--- src/rtl/multicycle_ctrl.sv ---
`default_nettype none
//==============================================================================
// Module  : multicycle_ctrl
// Brief   : INIT/IF/ID/EX/MEM/WB sequencer for a multicycle core with a
//           retired-instruction counter. Optional IF/MEM wait watchdog is
//           compiled in with macro MULTICYCLE_CTRL_TIMEOUT_EN.
// Revision: 1.0 - initial release
//==============================================================================
module multicycle_ctrl #(
    parameter int TO_CYC = 255,
    parameter int RET_W  = 32
) (
    input  logic             clk,
    input  logic             rst,
    output logic             ifu_req,
    input  logic             ifu_rvalid,
    input  logic             is_load,
    input  logic             is_store,
    input  logic             is_ebreak,
    input  logic             wb_en,
    output logic             dmem_req,
    output logic             dmem_we,
    input  logic             dmem_ack,
    output logic             ir_we,
    output logic             reg_we,
    output logic             pc_we,
    output logic             halted,
    output logic             err,
    output logic [2:0]       state,
    output logic [RET_W-1:0] retire_cnt
);

    typedef enum logic [2:0] {
        S_INIT = 3'd0,
        S_IF   = 3'd1,
        S_ID   = 3'd2,
        S_EX   = 3'd3,
        S_MEM  = 3'd4,
        S_WB   = 3'd5,
        S_HALT = 3'd6,
        S_ERR  = 3'd7
    } state_t;

    state_t           r_state;
    logic [RET_W-1:0] r_retire_cnt;
    logic             w_timeout;
    logic             w_store;

    // A load wins when both class bits are set, so a store is store-only.
    assign w_store = is_store & ~is_load;

`ifdef MULTICYCLE_CTRL_TIMEOUT_EN
    localparam logic [15:0] C_WAIT_LAST = 16'(TO_CYC - 1);

    logic [15:0] r_wait_cnt;
    logic        w_waiting;

    assign w_waiting = ((r_state == S_IF)  && !ifu_rvalid) ||
                       ((r_state == S_MEM) && !dmem_ack);
    // Only fires on a cycle with no handshake, so a late handshake still wins.
    assign w_timeout = w_waiting && (r_wait_cnt == C_WAIT_LAST);
    assign err       = (r_state == S_ERR);

    always_ff @(posedge clk or posedge rst) begin
        if (rst) begin
            r_wait_cnt <= 16'd0;
        end else if (w_waiting) begin
            r_wait_cnt <= r_wait_cnt + 16'd1;
        end else begin
            r_wait_cnt <= 16'd0;
        end
    end
`else
    logic [15:0] unused_to_cyc;

    assign unused_to_cyc = 16'(TO_CYC);
    assign w_timeout     = 1'b0;
    assign err           = 1'b0;
`endif

    always_comb begin
        ifu_req  = 1'b0;
        ir_we    = 1'b0;
        dmem_req = 1'b0;
        dmem_we  = 1'b0;
        reg_we   = 1'b0;
        pc_we    = 1'b0;
        case (r_state)
            S_IF: begin
                ifu_req = 1'b1;
                ir_we   = ifu_rvalid;
            end
            S_MEM: begin
                dmem_req = 1'b1;
                dmem_we  = w_store;
                pc_we    = dmem_ack & ~is_load;
            end
            S_WB: begin
                reg_we = wb_en;
                pc_we  = 1'b1;
            end
            default: begin
                ifu_req = 1'b0;
            end
        endcase
    end

    always_ff @(posedge clk or posedge rst) begin
        if (rst) begin
            r_state      <= S_INIT;
            r_retire_cnt <= '0;
        end else begin
            if (pc_we) begin
                r_retire_cnt <= r_retire_cnt + RET_W'(1);
            end
            case (r_state)
                S_INIT: r_state <= S_IF;
                S_IF: begin
                    if (ifu_rvalid) begin
                        r_state <= S_ID;
                    end else if (w_timeout) begin
                        r_state <= S_ERR;
                    end
                end
                S_ID: r_state <= S_EX;
                S_EX: begin
                    if (is_ebreak) begin
                        r_state <= S_HALT;
                    end else if (is_load || is_store) begin
                        r_state <= S_MEM;
                    end else begin
                        r_state <= S_WB;
                    end
                end
                S_MEM: begin
                    if (dmem_ack) begin
                        r_state <= is_load ? S_WB : S_IF;
                    end else if (w_timeout) begin
                        r_state <= S_ERR;
                    end
                end
                S_WB:   r_state <= S_IF;
                S_HALT: r_state <= S_HALT;
                S_ERR:  r_state <= S_ERR;
            endcase
        end
    end

    assign halted     = (r_state == S_HALT);
    assign state      = r_state;
    assign retire_cnt = r_retire_cnt;

endmodule
`default_nettype wire

--- config.mk ---
export PLATFORM = sky130hd
export DESIGN_NAME = multicycle_ctrl
export DESIGN_NICKNAME = d
export VERILOG_FILES = /design/src/rtl/multicycle_ctrl.sv
export SDC_FILE = /design/constraint.sdc
export NUM_CORES = 1
export LEC_CHECK = 0
export BUFFER_PORTS_ARGS = -buffer_cell sky130_fd_sc_hd__buf_2
export CAP_MARGIN = 20
export CORE_MARGIN = 3
export CORE_UTILIZATION = 55
export CTS_CLUSTER_DIAMETER = 150
export CTS_CLUSTER_SIZE = 8
export DETAILED_ROUTE_END_ITERATION = 7
export PLACE_DENSITY = 0.95
export SLEW_MARGIN = 0
export SYNTH_ARGS = -nofsm -noshare
export SYNTH_HDL_FRONTEND = slang
export SYNTH_SLANG_ARGS = --single-unit
--- constraint.sdc ---
create_clock -name clk -period 3.89 [get_ports clk]
set_input_delay 0.389 -clock clk [delete_from_list [all_inputs] [get_ports clk]]
set_output_delay 0.389 -clock clk [all_outputs]
set_load 0.03 [all_outputs]
==> out/metrics.yaml <==
outcome: "finished, final reports clean"
setup_tns_ps: 0
diodes: 0
synth_cells: 157
synth_nets: 166
numPortBuffers: 49
drtPass1Iterations: 4
vias: 1357
p_int_mw: 0.598
critPathKind: "register to primary output"
cp.buffers_inverters: 2
ctsLongestPathBuffers: 2
wl_per_cell_um: 14.6
layout.nets: 218
gp_congestion: 0.811
grt_max_degree: 36
routed_wl_um: 3690
tightest_slew_ps: 751
drt-initial-drc-count: 96
drcViolationCount: 0
path_cells: "nor2b_1 -> o21ai_1 -> inv_1 -> buf_2"
yosys_warnings: 0
rows: 19
cts.clk_slew.worst_paths_ps: 110
dieArea_um2: 3880
placeableCoreArea_um2: 2880
ir_drop_mv: 0.377
cts-root-buf: "clkbuf_4"
cts_tree: "built"
critPathRequiredTime_ps: 3500
ioPinCount: 51
grt_overflow: 0
finalHoldViolCount: 0
hold_slack_ps: 127
slowest_delay_ps: 500
post_cts_buffers: 0
finalMaxSlewViolations: 0
clock_skew_ps: 9.69
power_switching_mw: 0.449
path_max_fanout: 10
arrival_ps: 1670
utilization_pct: 71.8
fmax_ghz: 0.486
slowest_stage: "dfrtp_1"
dp_cells: 244
grt_pass1_wl_um: 6310
p_clk_share_pct: 18.2
syn_area_um2: 1740
ys_seq_area_share_pct: 50.2
hp-class: "primary input to asynchronous set/reset pin"
rsz0062_at_grt: "no"
power_density_nw_per_um2: 508
start_util_pct: 60.6
clock_latency_ps: 330
slew_headroom_pct: 49.9
die_x_um: 62.3
start_kind: "register"
dp_hpwl_um: 2780
antenna_found_initial: 0
area.growth.synth_to_final_pct: 18.4
fp.dieH_um: 62.3
comb_power_share_pct: 35.1
post_cts_resized: 0
final_cells: 252
p_leak_nw: 1.00
switching_share_pct: 42.9
end_kind: "primary output"
grt_pass1_vias: 1333
grt_usage_pct: 20.0
seqPwrFrac_pct: 46.7
hold_buffers: 0
htreeDepth: 2
clkSinkCount: 35
p_total_mw: 1.05
max_cap_viol_count: 0
ant_nets: 0
routed_via_density: 5.38
syn_area_per_cell_um2: 11.1
synth_cell_types: 38
cts_buffers: 5
setup_violations: 0
critPathTopFamily: "flip-flops"
ys_ff_latch: 35
timing.final.crit_share_pct: 52.8
finalCriticalPeriod_ps: 2060
final_layout_size_suffix_gt1_share_pct: 31.9
metal layers:
| metal | vias to the layer above | GRT usage, % | part of all wire, % |
|---|---|---|---|
| li1 | 654 | - | - |
| met1 | 651 | 26.4 | 42 |
| met2 | 48 | 33.7 | 52 |
| met3 | 4 | 4.50 | 5.5 |
| met4 | 0 | 4.68 | 0.65 |
| met5 | - | 0 | 0 |
layout make-up:
class / count / area (um2)
Clock buffer: 6 / 41.3
Clock inverter: 2 / 12.5
Fill cell: 217 / 812
Inverter: 4 / 15.0
Multi-Input combinational cell: 112 / 807
Sequential cell: 35 / 876
Tap cell: 42 / 52.6
Timing Repair Buffer: 51 / 260
registers in the layout, summed over array words and instances (netlist names):
signal      flops
state           3
retire_cnt     32
worst reg2reg max path, cell delays in order, from the launching register on:
cell and delay [ps]:
dfrtp_1 450, ha_1 210, nand3b_1 130, a2111oi_2 490, buf_4 260, nand3_1 110, xnor2_1 170
power by group through the flow:
stage	sequential, mW	clock, mW	combinational, mW
2_1_floorplan	0.544	0	0.222
3_3_place_gp	0.492	0	0.366
3_5_place_dp	0.494	0	0.370
4_1_cts	0.487	0.193	0.371
5_1_grt	0.503	0.213	0.394
6_report	0.489	0.191	0.368
synthesized netlist by cell type (all sizes together):
| cell type | n | area share (%) |
|---|---|---|
| nand3 | 13 | 4.3 |
| nor2b | 2 | 0.72 |
| nor4b | 2 | 1.0 |
| and3 | 6 | 2.2 |
| nor2 | 6 | 1.3 |
| nand2b | 4 | 1.4 |
| and2 | 2 | 0.72 |
| nand4b | 1 | 0.50 |
| clkbuf | 2 | 0.50 |
| ha | 1 | 0.72 |
| nand2 | 12 | 2.6 |
| or4 | 1 | 0.43 |
| nand4 | 14 | 5.9 |
| a2111oi | 2 | 2.4 |
| nor3 | 2 | 0.57 |
| or4b | 1 | 0.57 |
| or3 | 1 | 0.36 |
| nor4 | 3 | 1.9 |
| inv | 4 | 0.86 |
| mux2 | 1 | 0.65 |
| xor2 | 3 | 1.5 |
| o22a | 1 | 0.50 |
| xnor2 | 28 | 14 |
| dfrtp | 35 | 50 |
| conb | 1 | 0.22 |
| a31oi | 1 | 0.36 |
| o21ai | 3 | 0.86 |
| nand3b | 1 | 0.43 |
| buf | 4 | 2.2 |
cell usage in the layout (no fill, tap or decap), drive strengths merged, types with 2 or more instances in the layout:
master,netlist,layout
buf,4,51
dfrtp,35,35
xnor2,28,28
nand4,14,14
nand3,13,13
nand2,12,12
nor2,6,6
and3,6,6
clkbuf,2,6
nand2b,4,4
inv,4,4
xor2,3,3
o21ai,3,3
nor4,3,3
nor2b,2,2
and2,2,2
nor3,2,2
nor4b,2,2
a2111oi,2,2
cells by family after synthesis:
| logic type | Yosys count | synth area share (%) |
|---|---|---|
| simple gates | 71 | 25.0 |
| compound gates | 7 | 4.16 |
| other cells | 1 | 0.215 |
| mux | 1 | 0.646 |
| xor+xnor | 31 | 15.6 |
| buf+inv | 10 | 3.51 |
| flops | 35 | 50.2 |
| fa+ha+maj | 1 | 0.717 |
final timing paths:
path	startpoint	endpoint	slack, ps	cells past startpoint
min in group clk	ifu_rvalid	state[1]	300	3
max reg2reg	retire_cnt[0]	retire_cnt[28]	1960	6
max	state[2]	pc_we	1830	4
max in group asynchronous	rst	retire_cnt[21]	3460	3
min reg2reg	retire_cnt[31]	retire_cnt[31]	480	1
min	rst	retire_cnt[22]	130	3
metrics by stage:
stage	setup slack, ps	area [um2]
after CTS	1840	2060
after detailed placement	1930	2010
after global placement	1550	2000
final	1830	2060
after global routing	1700	2060
after floorplan	1620	1740
(Power assumes the default switching activity.)
